`config.mk`:
```
export PLATFORM = sky130hd
export DESIGN_NAME = scoreboard_ctrl
export DESIGN_NICKNAME = d
export VERILOG_FILES = /design/src/rtl/scoreboard_ctrl_pkg.sv /design/src/rtl/sb_counter.sv /design/src/rtl/scoreboard_ctrl.sv
export SDC_FILE = /design/constraint.sdc
export NUM_CORES = 1
export LEC_CHECK = 0
export ABC_AREA = 1
export CAP_MARGIN = 20
export CORE_ASPECT_RATIO = 0.7
export CORE_MARGIN = 2
export CORE_UTILIZATION = 25
export DETAILED_ROUTE_END_ITERATION = 12
export GPL_ROUTABILITY_DRIVEN = 0
export PLACE_DENSITY = 0.41
export SLEW_MARGIN = 10
export SYNTH_ARGS = -nofsm -noshare
export SYNTH_HDL_FRONTEND = slang
export SYNTH_SLANG_ARGS = --single-unit
export TNS_END_PERCENT = 50
```
`constraint.sdc`:
```
create_clock -name I_CLOCK -period 2.6 [get_ports I_CLOCK]
set_input_delay 0.52 -clock I_CLOCK [delete_from_list [all_inputs] [get_ports I_CLOCK]]
set_output_delay 0.52 -clock I_CLOCK [all_outputs]
set_load 0.02 [all_outputs]
```
`src/rtl/scoreboard_ctrl_pkg.sv`:
```
// -----------------------------------------------------------------------------
// scoreboard_ctrl_pkg
// Shared definitions for the issue scoreboard: register-file size, register
// index width, LC-3 style opcode constants and the branch FSM state encoding.
// No ports (package).
// -----------------------------------------------------------------------------
package scoreboard_ctrl_pkg;

  localparam int NUM_RF = 16;
  localparam int IDX_W  = 4;

  // Opcode constants used by decode when classifying instructions
  localparam logic [3:0] OP_BR   = 4'b0000;
  localparam logic [3:0] OP_ADD  = 4'b0001;
  localparam logic [3:0] OP_LD   = 4'b0010;
  localparam logic [3:0] OP_ST   = 4'b0011;
  localparam logic [3:0] OP_JSR  = 4'b0100;
  localparam logic [3:0] OP_AND  = 4'b0101;
  localparam logic [3:0] OP_LDR  = 4'b0110;
  localparam logic [3:0] OP_STW  = 4'b0111;
  localparam logic [3:0] OP_NOT  = 4'b1001;
  localparam logic [3:0] OP_JMP  = 4'b1100;
  localparam logic [3:0] OP_LEA  = 4'b1110;
  localparam logic [3:0] OP_TRAP = 4'b1111;

  typedef enum logic {
    IDLE    = 1'b0,
    BR_WAIT = 1'b1
  } sb_state_t;

endpackage

```
`src/rtl/sb_counter.sv`:
```
// -----------------------------------------------------------------------------
// sb_counter
// One per-register pending-write counter. Saturates at both ends; a decrement
// while already zero raises O_Underflow (combinational) and leaves the count at
// zero. Simultaneous increment and decrement leave the count unchanged.
// Ports:
//   I_CLOCK      clock
//   I_RESET      asynchronous active-high reset, clears the count
//   I_Inc        a write to this register was issued
//   I_Dec        a writeback to this register is occurring
//   O_Count      current pending-write count
//   O_Underflow  writeback arrived with no write pending
// -----------------------------------------------------------------------------
module sb_counter #(
  parameter int CNT_WIDTH = 2
) (
  input  logic                 I_CLOCK,
  input  logic                 I_RESET,
  input  logic                 I_Inc,
  input  logic                 I_Dec,
  output logic [CNT_WIDTH-1:0] O_Count,
  output logic                 O_Underflow
);

  localparam logic [CNT_WIDTH-1:0] CNT_MAX = '1;

  assign O_Underflow = I_Dec && (O_Count == '0);

  always_ff @(posedge I_CLOCK or posedge I_RESET) begin
    if (I_RESET) begin
      O_Count <= '0;
    end else if (I_Inc && !I_Dec && (O_Count != CNT_MAX)) begin
      O_Count <= O_Count + CNT_WIDTH'(1);
    end else if (I_Dec && !I_Inc && (O_Count != '0)) begin
      O_Count <= O_Count - CNT_WIDTH'(1);
    end
  end

endmodule

```
`src/rtl/scoreboard_ctrl.sv`:
```
// -----------------------------------------------------------------------------
// scoreboard_ctrl
// Issue-stage scoreboard: tracks in-flight register writes, blocks issue on
// RAW hazards (with same-cycle writeback forwarding) and on a full per-register
// write counter, and holds issue while a branch target is unresolved.
// Ports:
//   I_CLOCK, I_RESET            clock, asynchronous active-high reset
//   I_LOCK                      pipeline enable for issue-side changes
//   I_IssueValid                decode presents an instruction
//   I_SrcNIdx / I_SrcNUsed      source registers (N = 1..3) and read flags
//   I_DestIdx / I_DestWrite     destination register and write flag
//   I_IsBranch                  instruction is a control transfer
//   I_WriteBackEnable/RegIdx    writeback this cycle and its register
//   I_BranchResolved            outstanding branch target is known
//   O_IssueGrant                instruction issues this cycle (combinational)
//   O_DepStallSignal            data hazard blocks issue (combinational)
//   O_BranchStallSignal         branch outstanding (registered)
//   O_Error                     sticky: counter underflow or branch timeout
// -----------------------------------------------------------------------------
module scoreboard_ctrl #(
  parameter int NUM_RF     = scoreboard_ctrl_pkg::NUM_RF,
  parameter int CNT_WIDTH  = 2,
  parameter int BR_TIMEOUT = 15
) (
  input  logic                                I_CLOCK,
  input  logic                                I_RESET,
  input  logic                                I_LOCK,
  input  logic                                I_IssueValid,
  input  logic [scoreboard_ctrl_pkg::IDX_W-1:0] I_Src1Idx,
  input  logic [scoreboard_ctrl_pkg::IDX_W-1:0] I_Src2Idx,
  input  logic [scoreboard_ctrl_pkg::IDX_W-1:0] I_Src3Idx,
  input  logic                                I_Src1Used,
  input  logic                                I_Src2Used,
  input  logic                                I_Src3Used,
  input  logic [scoreboard_ctrl_pkg::IDX_W-1:0] I_DestIdx,
  input  logic                                I_DestWrite,
  input  logic                                I_IsBranch,
  input  logic                                I_WriteBackEnable,
  input  logic [scoreboard_ctrl_pkg::IDX_W-1:0] I_WriteBackRegIdx,
  input  logic                                I_BranchResolved,
  output logic                                O_IssueGrant,
  output logic                                O_DepStallSignal,
  output logic                                O_BranchStallSignal,
  output logic                                O_Error
);

  import scoreboard_ctrl_pkg::*;

  localparam int                   BRC_W   = $clog2(BR_TIMEOUT + 1);
  localparam logic [BRC_W-1:0]     BR_LAST = BRC_W'(BR_TIMEOUT - 1);
  localparam logic [CNT_WIDTH-1:0] CNT_MAX = '1;

  sb_state_t            state_q;
  logic [BRC_W-1:0]     br_cnt;
  logic [CNT_WIDTH-1:0] pend [NUM_RF];
  logic [NUM_RF-1:0]    underflow;
  logic                 src_haz;
  logic                 waw_haz;
  logic                 can_issue;

  // A pending source is still readable when its last outstanding write lands
  // this very cycle (writeback forwarding).
  function automatic logic src_hazard(input logic used,
                                      input logic [CNT_WIDTH-1:0] cnt,
                                      input logic wb_hit);
    return used && (cnt != '0) && !(wb_hit && (cnt == CNT_WIDTH'(1)));
  endfunction

  always_comb begin
    src_haz = src_hazard(I_Src1Used, pend[I_Src1Idx],
                         I_WriteBackEnable && (I_WriteBackRegIdx == I_Src1Idx))
            | src_hazard(I_Src2Used, pend[I_Src2Idx],
                         I_WriteBackEnable && (I_WriteBackRegIdx == I_Src2Idx))
            | src_hazard(I_Src3Used, pend[I_Src3Idx],
                         I_WriteBackEnable && (I_WriteBackRegIdx == I_Src3Idx));
    // A full counter can still accept a new write if one retires this cycle.
    waw_haz = I_DestWrite && (pend[I_DestIdx] == CNT_MAX)
            && !(I_WriteBackEnable && (I_WriteBackRegIdx == I_DestIdx));
  end

  assign can_issue        = I_LOCK && I_IssueValid && (state_q == IDLE);
  assign O_DepStallSignal = can_issue && (src_haz || waw_haz);
  assign O_IssueGrant     = can_issue && !(src_haz || waw_haz);

  // Per-register pending-write counters
  for (genvar r = 0; r < NUM_RF; r++) begin : g_pend
    sb_counter #(
      .CNT_WIDTH (CNT_WIDTH)
    ) u_cnt (
      .I_CLOCK     (I_CLOCK),
      .I_RESET     (I_RESET),
      .I_Inc       (O_IssueGrant && I_DestWrite && (I_DestIdx == IDX_W'(r))),
      .I_Dec       (I_WriteBackEnable && (I_WriteBackRegIdx == IDX_W'(r))),
      .O_Count     (pend[r]),
      .O_Underflow (underflow[r])
    );
  end

  // Branch FSM, wait counter and sticky error
  always_ff @(posedge I_CLOCK or posedge I_RESET) begin
    if (I_RESET) begin
      state_q             <= IDLE;
      br_cnt              <= '0;
      O_BranchStallSignal <= 1'b0;
      O_Error             <= 1'b0;
    end else begin
      if (|underflow) begin
        O_Error <= 1'b1;
      end
      case (state_q)
        IDLE: begin
          if (O_IssueGrant && I_IsBranch) begin
            state_q             <= BR_WAIT;
            br_cnt              <= '0;
            O_BranchStallSignal <= 1'b1;
          end
        end
        BR_WAIT: begin
          if (I_BranchResolved) begin
            state_q             <= IDLE;
            O_BranchStallSignal <= 1'b0;
          end else if (br_cnt == BR_LAST) begin
            // Target never arrived: give up, flag it and reopen issue.
            state_q             <= IDLE;
            O_BranchStallSignal <= 1'b0;
            O_Error             <= 1'b1;
          end else begin
            br_cnt <= br_cnt + BRC_W'(1);
          end
        end
      endcase
    end
  end

endmodule
```
==> results_dict.tcl, run 1 <==
set metrics [dict create \
    hold_ws_ns 0.508 \
    crit_buf_inv 6 \
    route.met3.wl_mm 1.20 \
    tightestPinTransition_ns 0.528 \
    routed.top_layer "met4" \
    syn_avg_cell_area_sq_um 5.79 \
    rsz0062_at_grt "false" \
    p_sw_mw 1.47 \
    synth_area_leaders "nand2_1, dfrtp_1, nand3_1" \
    power_mw 3.44 \
    power.density_mw_per_mm2 574 \
    dp_hpwl_mm 13.4 \
    clkSlewWorstSetupHoldPaths_ns 0.06 \
    endpoint_kind "output port" \
    startpoint "I_DestIdx[3]" \
    p_clk_frac 0.221 \
    placedInstanceArea_sq_mm 0.00563 \
    min_path_type "reg -> reg" \
    maxCapViolations 0 \
    fp.dieW_um 160 \
    drt_iter0_markers 512 \
    drc 0 \
    clock_path_buffers 2 \
    boundaryPins 35 \
    leakage_nw 2.91 \
    synth.distinct_cells 36 \
    synth_flop_cell "dfrtp_1" \
    wl_met2_mm 7.12 \
    antenna_found_initial 0 \
    row_count 39 \
    ant_nets 0 \
    synth_top_area_cell "nand2_1" \
    arrival_ns 1.96 \
    grt_max_degree 40 \
    final_util 0.362 \
    synthesis.nets 772 \
    internal-power_mw 1.97 \
    syn_to_final_growth_pct 40.0 \
    cts_tree "yes" \
    ys_warn_count 0 \
    insertion_delay_ns 0.29 \
    netlist_top_cells_count "nand2_1, nand3_1, inv_1" \
    routed_wl_mm 17.7 \
    cpMostUsedCell "nand2_1" \
    die_h_um 113 \
    portBuffers 34 \
    finalClockSkew_ns 0.00526 \
    synthArstFlopShare 1.00 \
    status "completed" \
    max_stage_delay_ns 0.32 \
    synth-edff-count 0 \
    period_needed_ns 2.48 \
    max_slew_margin 0.648 \
    grt_pass1_wl_mm 27.5 \
    die_area_sq_mm 0.0182 \
    startpoint_type "input pin" \
    cpMaxStageDelayCell "dlygate4sd2_1" \
    syn_area_sq_mm 0.00428 \
    drt-met1-wl_mm 9.09 \
    setup_viol 0 \
    setup_ws_ns 0.124 \
    required_ns 2.08 \
    synth_top_area_share 0.236 \
    drive_gt1_frac 0.224 \
    crit_chain "dlygate4sd2_1, buf_4, nand2_1, inv_1, nand2_1, nand2_1, inv_1, nand2_1, nand3_2, nand2_4, nor2_8, nand2_4, inv_4, buf_6" \
    drt-pass1-iter-count 5 \
    synth-seq-cells 39 \
    synth.most_common_cell "nand2_1" \
    tns_ns 0 \
    gr-total-overflow 0 \
    fin_nets 901 \
    fmax_ghz 0.404 \
    timing.rr.start "g_pend[7].u_cnt.O_Count[1]" \
    cts-buffers-inserted 5 \
    fin_cells 1094 \
    routedWlPerCell_um 16.2 \
    cp_max_fo 4 \
    final_hold_viol_count 0 \
    holdCritStartpoint "O_Error" \
    core_region_area_sq_mm 0.0165 \
    start_util 0.259 \
    routed_via_density 4.76 \
    final_cell_area_sq_mm 0.00599 \
    cpLargestDelayFamily "buffers and inverters" \
    p_seq_frac 0.336 \
    slew_violations 0 \
    grt_use_total 0.198 \
    root_buffer "clkbuf_16" \
    path_class "in -> out" \
    fin_crit_sh 0.952 \
    grt_pass1_vias 4823 \
    cts_sinks 39 \
    switching_share 0.427 \
    vdd_drop_max_mv 0.394 \
    vias 5208 \
    htree_levels 2 \
    comb_power_share 0.443 \
    r2r_slack_ns 0.20 \
    placed_cells 1078 \
    synthCells 739 \
    ys_seq_area_frac 0.228 \
    num_antenna_cells 0 \
    preCtsSetupSlack_ns -0.779 \
]
## flip-flops by register name, indices dropped and copies added, names as in the netlist
signal and flops:
br_cnt 4, O_Error 1, O_BranchStallSignal 1, g_pend.u_cnt.O_Count 32, state_q 1
## final cells by class
cell class	count	area, sq um
tap	225	282
sequential	39	987
clock buffer	6	139
clock inverter	2	35.0
multi-input combinational	578	2820
fill	1802	10600
timing repair buffer	158	1380
inverter	86	348
## layer usage
metal,track usage,up-vias
met1,0.308,2367
li1,-,2622
met2,0.291,186
met4,0.0384,0
met5,0,-
met3,0.0251,33
## power by group through the flow
stage          Clock, mW  Sequential [mW]  Combinational (mW)
6_report           0.759             1.16                1.52
5_1_grt            0.800             1.17                1.71
4_1_cts            0.779             1.13                1.49
3_5_place_dp           0             1.14                1.47
3_3_place_gp           0             1.14                1.45
2_1_floorplan          0            0.841               0.991
## path summary, 6_finish.rpt
| path | to | cells after the start |
|---|---|---|
| max | O_IssueGrant | 14 |
| max in group asynchronous | g_pend[0].u_cnt.O_Count[0] | 3 |
| min in group asynchronous | g_pend[6].u_cnt.O_Count[1] | 3 |
| min reg2reg | O_Error | 2 |
| min | O_Error | 2 |
| max reg2reg | g_pend[12].u_cnt.O_Count[0] | 16 |
## worst register-to-register path, delay by kind of cell (launching register included)
kind | cells | cell delay [ns]
buf+inv | 2 | 0.25
simple gates | 14 | 1.53
flops | 1 | 0.51
## cells in the final DEF, fill, tap and decap left out, types with 11 or more instances in the layout
master / n
dfrtp_1: 30
nand4_1: 17
xor2_1: 11
nand2_1: 265
inv_1: 68
a21oi_1: 25
clkdlybuf4s50_1: 11
nor2_1: 66
nand3_1: 102
buf_4: 110
o21bai_1: 16
## cells by family after synthesis
logic type	Yosys count	share of synthesized area
DFF	39	0.228
and+or+nand+nor	494	0.509
AOI/OAI and AO/OA	66	0.0939
buffers and inverters	122	0.130
xor gates and xnor gates	16	0.0327
adders and majority gates	2	0.00585
## repair_timing
item,CTS,global route
gates resized for setup,62,48
pin swaps,4,10
buffers inserted,2,2
setup endpoints to repair,20,20
gates cloned,2,2
hold buffers,0,0
Note: power is estimated with default switching activity, not from simulation.
==> run 2, diff against run 1 <==
- GPL_TIMING_DRIVEN: unset -> 0
==> run 2 against run 1 <==
Effect of this change:
- first-iteration DRC count is 0.39% higher
- non-clock buffer count down 93
- sequential share of layout area up 2.7 points
- critical path type unchanged
- largest cell class unchanged
==> results_dict.tcl, run 2 (synthesized netlist as in run 1, its figures left out) <==
set metrics [dict create \
    arrival_ns 1.98 \
    die_h_um 113 \
    cts_sinks 39 \
    power.density_mw_per_mm2 610 \
    cts_tree "yes" \
    grt_pass1_vias 4414 \
    antenna_found_initial 0 \
    max_stage_delay_ns 0.30 \
    drt_iter0_markers 514 \
    drc 0 \
    cpMaxStageDelayCell "clkdlybuf4s15_1" \
    insertion_delay_ns 0.29 \
    grt_pass1_wl_mm 25.6 \
    num_antenna_cells 0 \
    startpoint_type "input pin" \
    leakage_nw 2.41 \
    grt_max_degree 25 \
    row_count 39 \
    grt_use_total 0.186 \
    routed_wl_mm 17.1 \
    top_regs "g_pend.u_cnt.O_Count: 32 flops, br_cnt: 4 flops" \
    fin_cells 1000 \
    max_slew_margin 0.689 \
    vias 4895 \
    holdCritStartpoint "O_Error" \
    slew_violations 0 \
    portBuffers 22 \
    ant_nets 0 \
    required_ns 2.08 \
    placed_cells 987 \
    boundaryPins 35 \
    clock_path_buffers 2 \
    min_path_type "reg -> reg" \
    htree_levels 2 \
    tightestPinTransition_ns 0.467 \
    fmax_ghz 0.400 \
    clkSlewWorstSetupHoldPaths_ns 0.06 \
    endpoint_kind "output port" \
    rsz0062_at_grt "false" \
    tns_ns 0 \
    final_cell_mix "nand2_1, nand3_1, inv_1" \
    regMostFlops "g_pend.u_cnt.O_Count" \
    routed_via_density 4.90 \
    drt-pass1-iter-count 4 \
    setup_ws_ns 0.0990 \
    routedWlPerCell_um 17.1 \
    finalClockSkew_ns 0.00632 \
    largest_register_ffs 32 \
    die_area_sq_mm 0.0182 \
    final_util 0.319 \
    root_buffer "clkbuf_16" \
    fin_crit_sh 0.962 \
    cts-buffers-inserted 5 \
    status "completed" \
    gr-total-overflow 0 \
    core_region_area_sq_mm 0.0165 \
    cp_max_fo 5 \
    start_util 0.259 \
    dp_hpwl_mm 12.7 \
    drive_gt1_frac 0.169 \
    startpoint "I_DestIdx[3]" \
    fin_nets 808 \
    final_common_cell "nand2_1" \
    period_needed_ns 2.50 \
    fp.dieW_um 160 \
    crit_chain "clkdlybuf4s15_1, nand2_1, inv_1, nand2_1, nand2_1, inv_1, nand2_1, nand3_2, nand2_4, nor2_8, buf_8, nor2_4, buf_6" \
    path_class "in -> out" \
    vdd_drop_max_mv 0.329 \
    cpMostUsedCell "nand2_1" \
    maxCapViolations 0 \
    preCtsSetupSlack_ns -1.07 \
    syn_to_final_growth_pct 23.5 \
    final_hold_viol_count 0 \
    timing.rr.start "g_pend[3].u_cnt.O_Count[1]" \
    setup_viol 0 \
]
==> run 2: stage by stage <==
stage	hold slack, ns	area [sq um]	power [mW]
3_5_place_dp	0.506	4800	2.33
3_3_place_gp	0.487	4780	2.31
5_1_grt	0.539	5280	3.43
6_report	0.505	5280	3.22
4_1_cts	0.521	4980	3.05
2_1_floorplan	0.481	4280	1.83
==> run 2: worst paths after layout <==
kind                                          endpoint  slack (ns)  cells past startpoint
setup reg to reg           g_pend[14].u_cnt.O_Count[0]        0.23                     17
hold reg to reg                                O_Error        0.51                      2
min in group asynchronous   g_pend[8].u_cnt.O_Count[0]        0.54                      2
hold / removal                                 O_Error        0.51                      2
setup / recovery                      O_DepStallSignal         0.1                     13
max in group asynchronous   g_pend[5].u_cnt.O_Count[1]        1.56                      3
==> run 2: final cells by class <==
| type | instances | area, sq um |
|---|---|---|
| fillers | 1838 | 11300 |
| multi-input cells | 578 | 2830 |
| flip-flops and latches | 39 | 1010 |
| well taps | 225 | 282 |
| clock inverters | 1 | 30.0 |
| repair buffers | 39 | 397 |
| inverters | 86 | 350 |
| clock buffers | 6 | 129 |
| plain buffers | 26 | 255 |
==> run 2: repair_timing <==
item | 4_1_cts | 5_1_grt
pin swaps | 2 | 16
resized for setup | 64 | 65
cloned | 0 | 3
hold buffers | 0 | 0
endpoints found under the setup margin | 35 | 5
setup buffers | 3 | 10
==> run 2: critical path, delay by kind of cell <==
family        cells  cell delay (ns)
buf+inv           5             0.68
simple gates      8             0.78
==> run 2: per-layer routing <==
metal,vias to the layer above,wire (um),part of all wire,track usage
met5,-,0,0,0
met4,0,357,0.021,0.0535
met3,28,1060,0.062,0.0280
met2,154,7010,0.41,0.273
met1,2267,8630,0.51,0.279
li1,2446,-,-,-
==> run 2: power by group <==
part | total [mW] | switching [mW] | leakage (nW) | internal, mW
sequential | 1.15 | 0.364 | 0.468 | 0.782
clock | 0.702 | 0.253 | 0.0769 | 0.448
combinational | 1.38 | 0.796 | 1.86 | 0.579
total | 3.22 | 1.41 | 2.41 | 1.81
==> run 3, diff against run 2 <==
- SKIP_CTS_REPAIR_TIMING: unset -> 1
==> run 3 against run 2 <==
Effect of this change:
- total power is 1.2% higher
- sequential share of layout area is 0.18 points lower
- via count rose by 2.2%
- highest routed layer unchanged
- clock skew about the same
- cell count rose by 0.40%
- first-iteration DRC count up 0.78%
- largest cell class unchanged
==> results_dict.tcl, run 3 (synthesized netlist as in run 1, its figures left out) <==
set metrics [dict create \
    drt_iter0_markers 518 \
    r2r-end "g_pend[14].u_cnt.O_Count[0]" \
    fin_nets 812 \
    htree_levels 2 \
    tns_ns 0 \
    vdd_drop_max_mv 0.280 \
    die_area_sq_mm 0.0182 \
    gr-total-overflow 0 \
    final_util 0.322 \
    vias 5004 \
    placed_cells 987 \
    status "completed" \
    insertion_delay_ns 0.29 \
    num_antenna_cells 0 \
    drc 0 \
    cts-buffers-inserted 5 \
    max_slew_margin 0.667 \
    arrival_ns 2.01 \
    cpMostUsedCell "nand2_1" \
    multi_input_area_sq_mm 0.00283 \
    power_mw 3.26 \
    period_needed_ns 2.53 \
    register_area_sq_mm 0.00101 \
    row_count 39 \
    drt-pass1-iter-count 7 \
    hold_depth 2 \
    preCtsSetupSlack_ns -1.07 \
    clkSlewWorstSetupHoldPaths_ns 0.06 \
    hold_end "O_Error" \
    max_stage_delay_ns 0.25 \
    fmax_ghz 0.395 \
    holdCritStartpoint "O_Error" \
    top_regs "g_pend.u_cnt.O_Count: 32 flops, br_cnt: 4 flops" \
    tightestPinTransition_ns 0.499 \
    rsz0062_at_grt "true" \
    ant_nets 0 \
    path_class "in -> out" \
    cts_sinks 39 \
    grt_use_total 0.186 \
    antenna_found_initial 0 \
    final_hold_viol_count 0 \
    final_cell_mix "nand2_1, nand3_1, inv_1" \
    setup_ws_ns 0.0690 \
    grt_max_degree 25 \
    die_h_um 113 \
    r2r_slack_ns 0.24 \
    finalClockSkew_ns 0.00662 \
    cp_max_fo 8 \
    crit_chain "buf_4, inv_4, nor2_4, nand2_2, nand4_1, nand2_1, nand2_1, inv_1, nand2_1, nand3_1, nand2_2, nor2_8, buf_8, nor2_4, buf_6" \
    endpoint_kind "output port" \
    leakage_nw 2.47 \
    clock_path_buffers 2 \
    syn_to_final_growth_pct 24.6 \
    setup_viol 0 \
    maxCapViolations 0 \
    routed_via_density 4.98 \
    start_util 0.259 \
    largest_register_ffs 32 \
    power.density_mw_per_mm2 611 \
    dp_hpwl_mm 12.7 \
    cts_tree "yes" \
    fin_crit_sh 0.973 \
    boundaryPins 35 \
    final_common_cell "nand2_1" \
    fillers 1822 \
    fp.dieW_um 160 \
    grt_pass1_vias 4461 \
    fin_cells 1004 \
    root_buffer "clkbuf_16" \
    grt_pass1_wl_mm 25.6 \
    regMostFlops "g_pend.u_cnt.O_Count" \
    core_region_area_sq_mm 0.0165 \
    reg2regPathDepth 17 \
    routed_wl_mm 17.1 \
    startpoint_type "input pin" \
    required_ns 2.08 \
    min_path_type "reg -> reg" \
    slew_violations 0 \
    routedWlPerCell_um 17.0 \
    portBuffers 22 \
    drive_gt1_frac 0.169 \
    timing.rr.start "g_pend[3].u_cnt.O_Count[1]" \
    cpMaxStageDelayCell "nor2_4" \
]
-- run 3: final cells by class --
class	instances	share of cell area
well taps	225	0.0528
inverters	86	0.0659
repair buffers	41	0.0779
flip-flops and latches	39	0.190
plain buffers	26	0.0507
clock inverters	1	0.00563
repair inverters	2	0.00281
multi-input cells	578	0.531
clock buffers	6	0.0242
-- run 3: worst max path at each step --
stage                                    start                to  slack, ns  cells after the start
CTS                               I_DestIdx[1]  O_DepStallSignal      -1.08                     15
global route        g_pend[4].u_cnt.O_Count[0]  O_DepStallSignal      -0.07                     14
floorplan                         I_Src3Idx[1]  O_DepStallSignal       0.16                     14
finish                            I_DestIdx[1]  O_DepStallSignal       0.07                     15
global placement                  I_DestIdx[1]  O_DepStallSignal      -1.07                     15
detailed placement                I_DestIdx[1]  O_DepStallSignal      -1.07                     15
-- run 3: report_power, final --
group          switching [mW]  internal (mW)  total, mW
clock                   0.252          0.448      0.700
combinational           0.813          0.615       1.43
sequential              0.349          0.783       1.13
total                    1.41           1.85       3.26
-- run 3: critical path, delay by kind of cell --
| kind | cells | cell delay [ns] |
|---|---|---|
| simple gates | 10 | 0.96 |
| buf+inv | 5 | 0.51 |
-- run 3: per-layer routing --
metal	share of wire	track usage
met1	0.51	0.280
met2	0.40	0.271
met3	0.063	0.0265
met4	0.030	0.0595
met5	0	0
-- run 3: through the flow --
step | hold WS [ns] | area, sq um
3_3_place_gp | 0.487 | 4780
6_report | 0.505 | 5330
3_5_place_dp | 0.506 | 4800
2_1_floorplan | 0.481 | 4280
4_1_cts | 0.521 | 4960
5_1_grt | 0.539 | 5330
